**config.mk**
```make
export PLATFORM = sky130hd
export DESIGN_NAME = uart_flash_loader_flat
export DESIGN_NICKNAME = d
export VERILOG_FILES = /design/src/rtl/uart_flash_loader_if.sv /design/src/rtl/uart_flash_loader.sv /design/src/flat_wrapper.sv
export SDC_FILE = /design/constraint.sdc
export NUM_CORES = 1
export LEC_CHECK = 0
export ABC_AREA = 1
export BUFFER_PORTS_ARGS = -buffer_cell sky130_fd_sc_hd__buf_2
export CORE_ASPECT_RATIO = 2
export CORE_MARGIN = 2
export CORE_UTILIZATION = 35
export DETAILED_ROUTE_END_ITERATION = 8
export HOLD_SLACK_MARGIN = 0.06
export PLACE_DENSITY = 0.53
export SKIP_CTS_REPAIR_TIMING = 1
export SLEW_MARGIN = 0
export SYNTH_ARGS = -nofsm -noshare
export SYNTH_HDL_FRONTEND = slang
export SYNTH_SLANG_ARGS = --single-unit
```
**constraint.sdc**
```tcl
create_clock -name clk -period 5.3 [get_ports clk]
set_clock_uncertainty 0.2 [all_clocks]
set_input_delay 0.795 -clock clk [delete_from_list [all_inputs] [get_ports clk]]
set_output_delay 0.795 -clock clk [all_outputs]
set_load 0.05 [all_outputs]
```
**src/rtl/uart_flash_loader_if.sv**
```systemverilog
// Loader-side bundle: UART line and start pulse in, flash write port and status out.
interface uart_flash_loader_if #(
  parameter int unsigned WIDTH  = 32,
  parameter int unsigned ADDR_W = 11
);
  logic              rx;
  logic              start;
  logic              flash_en;
  logic [ADDR_W-1:0] flash_addr;
  logic [WIDTH-1:0]  flash_data;
  logic              busy;
  logic              done;
  logic              frame_err;
  logic              hdr_err;

  modport master (
    input  rx, start,
    output flash_en, flash_addr, flash_data, busy, done, frame_err, hdr_err
  );

  modport slave (
    output rx, start,
    input  flash_en, flash_addr, flash_data, busy, done, frame_err, hdr_err
  );
endinterface

```
**src/rtl/uart_flash_loader.sv**
```systemverilog
// UART boot loader: 16-bit little-endian word-count header, then little-endian 32-bit
// words written to the flash port one strobe per word; busy holds the core in reset.
module uart_flash_loader #(
  parameter int unsigned WIDTH        = 32,
  parameter int unsigned CLKS_PER_BIT = 434,
  parameter int unsigned ADDR_W       = 11
) (
  input logic               clk,
  input logic               rst,
  uart_flash_loader_if.master bus
);

  localparam int unsigned CntW = (CLKS_PER_BIT > 1) ? $clog2(CLKS_PER_BIT) : 1;
  localparam int unsigned IdxW = ADDR_W + 1;
  localparam logic [CntW-1:0] BitEnd   = CntW'(CLKS_PER_BIT - 1);
  localparam logic [CntW-1:0] HalfEnd  = CntW'(CLKS_PER_BIT / 2 - 1);
  localparam logic [16:0]     MaxWords = 17'(2 ** ADDR_W);

  typedef enum logic [1:0] {RxIdle, RxStart, RxData, RxStop} rx_state_e;
  typedef enum logic [1:0] {LdHdr0, LdHdr1, LdLoad, LdDone} ld_state_e;

  // ---------------- UART receiver ----------------
  logic            rx_meta_q, rx_sync_q, rx_prev_q;
  rx_state_e       rx_state_q, rx_state_d;
  logic [CntW-1:0] cnt_q, cnt_d;
  logic [2:0]      bit_q, bit_d;
  logic [7:0]      shift_q, shift_d;
  logic            byte_valid_q, byte_valid_d;
  logic            frame_err_q, frame_err_d;

  always_ff @(posedge clk or posedge rst) begin
    if (rst) begin
      rx_meta_q    <= 1'b1;
      rx_sync_q    <= 1'b1;
      rx_prev_q    <= 1'b1;
      rx_state_q   <= RxIdle;
      cnt_q        <= '0;
      bit_q        <= '0;
      shift_q      <= '0;
      byte_valid_q <= 1'b0;
      frame_err_q  <= 1'b0;
    end else begin
      rx_meta_q    <= bus.rx;
      rx_sync_q    <= rx_meta_q;
      rx_prev_q    <= rx_sync_q;
      rx_state_q   <= rx_state_d;
      cnt_q        <= cnt_d;
      bit_q        <= bit_d;
      shift_q      <= shift_d;
      byte_valid_q <= byte_valid_d;
      frame_err_q  <= frame_err_d;
    end
  end

  always_comb begin
    rx_state_d   = rx_state_q;
    cnt_d        = cnt_q;
    bit_d        = bit_q;
    shift_d      = shift_q;
    byte_valid_d = 1'b0;
    frame_err_d  = frame_err_q;
    unique case (rx_state_q)
      RxIdle: begin
        if (rx_prev_q && !rx_sync_q) begin
          rx_state_d = RxStart;
          cnt_d      = '0;
        end
      end
      RxStart: begin
        if (cnt_q == HalfEnd) begin
          cnt_d      = '0;
          bit_d      = '0;
          // A line already back high at mid start bit is a glitch, not a frame.
          rx_state_d = rx_sync_q ? RxIdle : RxData;
        end else begin
          cnt_d = cnt_q + CntW'(1);
        end
      end
      RxData: begin
        if (cnt_q == BitEnd) begin
          cnt_d   = '0;
          shift_d = {rx_sync_q, shift_q[7:1]};
          bit_d   = bit_q + 3'd1;
          if (bit_q == 3'd7) rx_state_d = RxStop;
        end else begin
          cnt_d = cnt_q + CntW'(1);
        end
      end
      RxStop: begin
        if (cnt_q == BitEnd) begin
          rx_state_d = RxIdle;
          if (rx_sync_q) byte_valid_d = 1'b1;
          else           frame_err_d  = 1'b1;
        end else begin
          cnt_d = cnt_q + CntW'(1);
        end
      end
      default: rx_state_d = RxIdle;
    endcase
  end

  // ---------------- Loader ----------------
  ld_state_e         ld_state_q, ld_state_d;
  logic [15:0]       count_q, count_d;
  logic [1:0]        lane_q, lane_d;
  logic [WIDTH-1:0]  word_q, word_d;
  logic [IdxW-1:0]   widx_q, widx_d;
  logic              flash_en_q, flash_en_d;
  logic [ADDR_W-1:0] flash_addr_q, flash_addr_d;
  logic [WIDTH-1:0]  flash_data_q, flash_data_d;
  logic              busy_q, busy_d;
  logic              done_q, done_d;
  logic              hdr_err_q, hdr_err_d;
  logic [15:0]       new_count;
  logic [WIDTH-1:0]  new_word;

  always_ff @(posedge clk or posedge rst) begin
    if (rst) begin
      ld_state_q   <= LdHdr0;
      count_q      <= '0;
      lane_q       <= '0;
      word_q       <= '0;
      widx_q       <= '0;
      flash_en_q   <= 1'b0;
      flash_addr_q <= '0;
      flash_data_q <= '0;
      busy_q       <= 1'b1;
      done_q       <= 1'b0;
      hdr_err_q    <= 1'b0;
    end else begin
      ld_state_q   <= ld_state_d;
      count_q      <= count_d;
      lane_q       <= lane_d;
      word_q       <= word_d;
      widx_q       <= widx_d;
      flash_en_q   <= flash_en_d;
      flash_addr_q <= flash_addr_d;
      flash_data_q <= flash_data_d;
      busy_q       <= busy_d;
      done_q       <= done_d;
      hdr_err_q    <= hdr_err_d;
    end
  end

  always_comb begin
    ld_state_d   = ld_state_q;
    count_d      = count_q;
    lane_d       = lane_q;
    word_d       = word_q;
    widx_d       = widx_q;
    flash_en_d   = 1'b0;
    flash_addr_d = flash_addr_q;
    flash_data_d = flash_data_q;
    busy_d       = busy_q;
    done_d       = done_q;
    hdr_err_d    = hdr_err_q;
    new_count    = {shift_q, count_q[7:0]};
    new_word     = word_q;
    new_word[8*lane_q +: 8] = shift_q;
    unique case (ld_state_q)
      LdHdr0: begin
        if (byte_valid_q) begin
          count_d[7:0] = shift_q;
          ld_state_d   = LdHdr1;
        end
      end
      LdHdr1: begin
        if (byte_valid_q) begin
          count_d = new_count;
          if (new_count == 16'd0) begin
            ld_state_d = LdDone;
            done_d     = 1'b1;
            busy_d     = 1'b0;
          end else if ({1'b0, new_count} > MaxWords) begin
            hdr_err_d  = 1'b1;
            ld_state_d = LdDone;
            done_d     = 1'b1;
            busy_d     = 1'b0;
          end else begin
            ld_state_d = LdLoad;
          end
        end
      end
      LdLoad: begin
        // widx has already advanced past the word being strobed this cycle.
        if (flash_en_q && (17'(widx_q) == {1'b0, count_q})) begin
          ld_state_d = LdDone;
          done_d     = 1'b1;
          busy_d     = 1'b0;
        end else if (byte_valid_q) begin
          if (lane_q == 2'd3) begin
            flash_en_d   = 1'b1;
            flash_data_d = new_word;
            flash_addr_d = widx_q[ADDR_W-1:0];
            widx_d       = widx_q + IdxW'(1);
            lane_d       = '0;
            word_d       = '0;
          end else begin
            word_d = new_word;
            lane_d = lane_q + 2'd1;
          end
        end
      end
      LdDone: begin
        if (bus.start) begin
          ld_state_d = LdHdr0;
          busy_d     = 1'b1;
          done_d     = 1'b0;
          count_d    = '0;
          lane_d     = '0;
          word_d     = '0;
          widx_d     = '0;
        end
      end
      default: ld_state_d = LdHdr0;
    endcase
  end

  assign bus.flash_en   = flash_en_q;
  assign bus.flash_addr = flash_addr_q;
  assign bus.flash_data = flash_data_q;
  assign bus.busy       = busy_q;
  assign bus.done       = done_q;
  assign bus.frame_err  = frame_err_q;
  assign bus.hdr_err    = hdr_err_q;

endmodule

```
**src/flat_wrapper.sv**
```systemverilog
// flat-port wrapper written by rule: the top's interface ports become plain ports
module uart_flash_loader_flat 
#(
  parameter int unsigned WIDTH        = 32,
  parameter int unsigned CLKS_PER_BIT = 434,
  parameter int unsigned ADDR_W       = 11
)
  (clk, rst, bus_rx, bus_start, bus_flash_en, bus_flash_addr, bus_flash_data, bus_busy, bus_done, bus_frame_err, bus_hdr_err);
  uart_flash_loader_if #(.WIDTH(WIDTH), .ADDR_W(ADDR_W)) bus_i ();
  input logic clk;
  input logic rst;
  input wire logic [$bits(bus_i.rx)-1:0] bus_rx;
  input wire logic [$bits(bus_i.start)-1:0] bus_start;
  output wire logic [$bits(bus_i.flash_en)-1:0] bus_flash_en;
  output wire logic [$bits(bus_i.flash_addr)-1:0] bus_flash_addr;
  output wire logic [$bits(bus_i.flash_data)-1:0] bus_flash_data;
  output wire logic [$bits(bus_i.busy)-1:0] bus_busy;
  output wire logic [$bits(bus_i.done)-1:0] bus_done;
  output wire logic [$bits(bus_i.frame_err)-1:0] bus_frame_err;
  output wire logic [$bits(bus_i.hdr_err)-1:0] bus_hdr_err;
  assign bus_i.rx = bus_rx;
  assign bus_i.start = bus_start;
  assign bus_flash_en = bus_i.flash_en;
  assign bus_flash_addr = bus_i.flash_addr;
  assign bus_flash_data = bus_i.flash_data;
  assign bus_busy = bus_i.busy;
  assign bus_done = bus_i.done;
  assign bus_frame_err = bus_i.frame_err;
  assign bus_hdr_err = bus_i.hdr_err;
  uart_flash_loader #(.WIDTH(WIDTH), .CLKS_PER_BIT(CLKS_PER_BIT), .ADDR_W(ADDR_W)) u_core (.clk(clk), .rst(rst), .bus(bus_i));
endmodule
```
Word-level counts from Yosys, hierarchy flattened
Cells that the tools add are included.

Output and inout port bits: 48. Word-level logic and storage cells: 143. Bits of input ports: 4. Register bits: 138.

Magnitude comparators: 1. Mux-type cells: 61. Bitwise gates (word level): 4. Add/sub/neg operators: 5. Equality and inequality tests: 25. Shifts and indexed selects: 2. Reduce and logical (&&, ||, !) cells: 24.

Operators by type and width (count): 32-bit 2-to-1 mux (4); 32-bit case mux with 2 select lines (1); 12-bit 2-to-1 mux (4); 9-bit 2-to-1 mux (4); 9-bit case mux with 4 select lines (1); 5-bit negation with 34-bit output (1); 8-bit by 34-bit variable shift with 32-bit output (first input constant) (1); 8-bit by 34-bit indexed part select with 32-bit output (1); 32-bit bitwise mux (1); 16-bit 2-to-1 mux (2); 2-bit 2-to-1 mux (13); 12-bit case mux with 2 select lines (1); 8-bit case mux with 3 select lines (1); 2-bit by 1-bit != test with 1-bit output (second input constant) (10); 4-bit AND reduction (5); 1-bit 2-to-1 mux (19); 12-bit by 16-bit == test with 1-bit output (1); 16-bit by 12-bit greater-than comparator with 1-bit output (second input constant) (1); 16-bit logical NOT (1); 2-bit case mux with 4 select lines (2); 8-bit case mux with 2 select lines (1); 5-bit AND reduction (3); 12-bit by 1-bit adder with 12-bit output (second input constant) (1); 2-bit == test (second input constant) (5); other kinds (22) (38).

Depth between registers and ports, before layout
Depth in word-level cells: 7. Mapped depth: 13. Gate-level depth less buffers: 12.

Worst setup path after synthesis
No wires, ideal clock.

Path type: flip-flop to flip-flop. From: register u_core.lane_q[0]. To: register u_core.word_q[10]. Cell stages (with the launch flop): 11. Arrival: 1.744 ns. Path slack: 3.290 ns. Library setup time: 0.066 ns. Required time: 5.034 ns. Path buffers: 1. Period minus slack after synthesis: 2.010 ns. Path through: dfrtp_1 > inv_1 > ha_1 > clkbuf_1 > nor2_1 > inv_1 > nor2_1 > a22oi_1 > nor2_1 > nand4_1 > nand2_1.

Longest elaborated chain between the ends: 7. Elaborated cells between the ends (all ways): 9. Those cells by class: add/sub: 1; eq/ne: 1; shift: 2; mux: 5.

RTL lines: from (decl) (RTL line uart_flash_loader.sv:105) `logic [1:0] lane_q, lane_d;`; from (signal assigned) (RTL line uart_flash_loader.sv:133) `lane_q <= lane_d;`; 5-bit negation with 34-bit output (RTL line uart_flash_loader.sv:159) `new_word[8*lane_q +: 8] = shift_q;`; 8-bit by 34-bit indexed part select with 32-bit output / 8-bit by 34-bit variable shift with 32-bit output (equally long branches) (RTL line uart_flash_loader.sv:159); 32-bit bitwise mux (RTL line uart_flash_loader.sv:159); 32-bit 2-to-1 mux * (RTL line uart_flash_loader.sv:191) `if (lane_q == 2'd3) begin`; 32-bit 2-to-1 mux * (RTL line uart_flash_loader.sv:190) `end else if (byte_valid_q) begin`; 32-bit 2-to-1 mux * (RTL line uart_flash_loader.sv:186) `if (flash_en_q && (17'(widx_q) == {1'b0, count_q})) begin`; 32-bit case mux with 2 select lines * (RTL line uart_flash_loader.sv:160) `unique case (ld_state_q)`; to (signal assigned) (RTL line uart_flash_loader.sv:134) `word_q <= word_d;`; to (decl) (RTL line uart_flash_loader.sv:106) `logic [WIDTH-1:0] word_q, word_d;`.

Every way passes the cells marked *; elsewhere a longest branch is shown, timed or not. The select of a mux whose other input is x is not followed. A chain may end at the register's enable or synchronous reset.

Worst setup path after layout
From: register u_core.widx_q[2]. To: register u_core.widx_q[1].

Longest elaborated chain between the ends: 4.

RTL lines: from (decl) (RTL line uart_flash_loader.sv:107) `logic [IdxW-1:0] widx_q, widx_d;`; from (signal assigned) (RTL line uart_flash_loader.sv:135) `widx_q <= widx_d;`; 12-bit by 16-bit == test with 1-bit output (RTL line uart_flash_loader.sv:186); 1-bit logical AND (RTL line uart_flash_loader.sv:186); 2-bit != test (no source line); 5-bit AND reduction (no source line).

No other way between the ends.

==> impl_metrics.toml <==
[setup_path]
critPathSlowestCell = "nor2_1"
worst-path-max-fanout = 89
reg2reg_slack_ns = 2.40
cp_cell_sequence = "inv_1, nand2_1, nand2_1, nand3_1, nor2_1, nand2_2, nand3_4, nor2_1, nand2_1, nand2_1"
path_class = "register to register"
startpoint_type = "register"
cp-end-kind = "register"
required_ns = 5.47
arrival_ns = 3.07
crit_path_frequent_cell = "nand2_1"
reg2reg_to = "u_core.widx_q[1]$_DFFE_PP0P_"
rr_worst_depth = 10
r2r-start = "u_core.widx_q[2]$_DFFE_PP0P_"
slowest_delay_ns = 0.76
crit_start = "u_core.widx_q[2]$_DFFE_PP0P_"

[place]
dp_hpwl_mm = 13.51
gp_congestion = 0.8220
postPlaceCellArea_sq_um = 7511
dp_cells = 1192
port_buffers = 51

[finish]
multi_input_area_sq_um = 3059
utilization_pct = 40.87
final_cells = 1224
areaGrowthSynthToFinish_pct = 14.47
nFillCells = 2183
fin_area_sq_um = 8138
n_antenna_cell = 0
nNetsFinal = 973
seqCellArea_sq_um = 3458
layout-drive-gt1-share_pct = 11.75

[floorplan]
die_h_microns = 205.6
boundaryPins = 52
die_width_microns = 104.8
fp.coreArea_sq_um = 19910
start_util_pct = 35.70
fp-row-count = 73
dieArea_sq_um = 21540

[synthesis]
synth_top_area_cell = "dfrtp_1"
ys_seq_area_share_pct = 48.64
synthFlopType = "dfrtp_1"
ys_ff_latch = 138
yosysWarnings = 0
async_reset_ff_share_pct = 100.0
netlist_area_sq_um = 7109
synth_edf_count = 0
syn_area_per_cell_sq_um = 7.787
synth.top_cell.area_share_pct = 47.17
yosysUniqueCellTypes = 33
synth_cells = 913
synthesis.nets = 937
netlist_top_cells_area = "dfrtp_1 (47%), nand2_1 (14%), nor2_1 (6.8%)"

[cts]
tritoncts = "done"
clk_path_buf_depth = 2
insertion_delay_ns = 0.43
numCtsBuffers = 17
htree_levels = 4
clk_pin_slew_ns = 0.06
cts_root_buf = "clkbuf_16"
cts_sinks = 138

[min_path]
whs_endpoint = "u_core.rx_sync_q$_DFF_PP1_"
min_from = "u_core.rx_meta_q$_DFF_PP1_"
hp-class = "register to register"
worstHoldPathCells = 0

[power_and_ir_drop]
ir_drop_mv = 0.1696
p_leak_nw = 4.150
powerDensity_nw_per_um2 = 315.7

[timing]
worst_pin_slew_ns = 0.9936
hold_viol_final = 0
fmax_mhz = 344.7
setup_viol = 0
drv_slew = 0
period_share_pct = 54.74
relSlewSlack_pct = 33.32
rsz0062_at_grt = "false"
finalSetupTns_ns = 0
min_period_ns = 2.901
whs_ns = 0.1555

[grt]
grt_use_total_pct = 18.61
grt_start_max_net_pins = 90
grt_pass1_wl_mm = 31.12
antenna_found_initial = 0
grt_overflow_total = 0
grt_pass1_vias = 5989

[drt]
vias = 5962
routed_via_density = 4.871
drt-pass1-iter-count = 5
routedWlPerCell_microns = 15.39
ant_nets = 0
first_iter_violations = 356
routed_wl_mm = 18.83
drc_errors = 0

[flow_run]
drv_cap = 0

[status]
status = "completed"
-- kinds of logic (layout without fill, tap and decap cells) --
kind of cell               Yosys count  count (layout)  share of synthesized area [%]
adders and majority gates           20              20                          3.520
AOI/OAI and AO/OA                  130             130                          10.30
and+or+nand+nor                    481             481                          28.48
DFF                                138             138                          48.64
xor gates and xnor gates             6               6                         0.7392
buffers and inverters              138             187                          8.325
-- flip-flops by register name, indices dropped and copies added, names as in the netlist, 2 cells and up, named ones only --
| name | cells |
|---|---|
| u_core.bit_q | 3 |
| u_core.bus.flash_addr | 11 |
| u_core.bus.flash_data | 32 |
| u_core.cnt_q | 9 |
| u_core.count_q | 16 |
| u_core.lane_q | 2 |
| u_core.ld_state_q | 2 |
| u_core.shift_q | 8 |
| u_core.widx_q | 12 |
| u_core.word_q | 32 |
-- synth_stat cells (2+ instances only) --
library cell / n
o21ai_1: 14
nand3_1: 27
nand3_4: 2
dfstp_2: 4
nor2_2: 6
a22oi_1: 4
or2_2: 2
nand2_2: 2
buf_1: 2
ha_1: 20
dfrtp_1: 134
buf_2: 9
inv_1: 91
nor3_1: 6
a21oi_1: 26
nor2_1: 129
nand4_1: 36
clkbuf_1: 17
nand2_1: 266
o21bai_1: 2
nand3b_1: 2
clkbuf_2: 2
a41oi_1: 16
o21ai_0: 66
buf_6: 8
xor2_1: 6
inv_2: 8
-- placed cells by master, fill, tap and decap left out, types with 14 or more instances in the layout --
cell	n
dfrtp_1	134
o21ai_1	14
nand4_1	36
ha_1	20
nor2_1	129
o21ai_0	66
a21oi_1	26
clkbuf_16	17
a41oi_1	16
inv_1	90
buf_2	51
nand2_1	266
nand3_1	27
-- power breakdown --
part / internal [mW] / leakage [nW] / switching, mW
registers: 1.08 / 1.80 / 0.0216
clock network: 0.792 / 0.290 / 0.488
logic: 0.0588 / 2.06 / 0.131
total: 1.93 / 4.15 / 0.640
-- how the worst max path moves through the flow --
stage	end	slack, ns	depth (start not counted)
6_report	u_core.widx_q[1]$_DFFE_PP0P_	2.40	10
5_1_grt	u_core.widx_q[5]$_DFFE_PP0P_	2.01	11
4_1_cts	u_core.widx_q[1]$_DFFE_PP0P_	2.30	10
3_5_place_dp	u_core.widx_q[1]$_DFFE_PP0P_	2.32	10
3_3_place_gp	u_core.widx_q[11]$_DFFE_PP0P_	2.29	11
2_1_floorplan	async pin	0.62	1
-- critical path: cells and delay by family (launching register included) --
| family | cells | cell delay (ns) |
|---|---|---|
| buffers and inverters | 1 | 0.09 |
| flip-flops | 1 | 0.48 |
| AND/OR/NAND/NOR | 9 | 2.06 |
-- cell type report --
| cell class | count | share of cell area [%] |
|---|---|---|
| Sequential cell | 138 | 42.50 |
| Timing Repair Buffer | 55 | 3.506 |
| Tap cell | 262 | 4.028 |
| Inverter | 100 | 4.674 |
| Multi-Input combinational cell | 637 | 37.59 |
| Clock buffer | 19 | 5.320 |
| Clock inverter | 13 | 2.383 |
-- layer usage --
layer	track usage (%)	wire length, microns	share of wire (%)
met2	34.90	10460	56
met1	19.64	7206	38
met3	3.231	427	2.3
met4	9.571	739	3.9
met5	0	0	0
-- per-stage QoR --
stage	power (mW)	setup WS [ns]
global placement	1.312	2.293
finish	2.569	2.399
detailed placement	1.315	2.321
floorplan	1.257	0.6155
CTS	2.598	2.297
global route	2.680	2.005
Note: power is estimated with default switching activity, not from simulation.
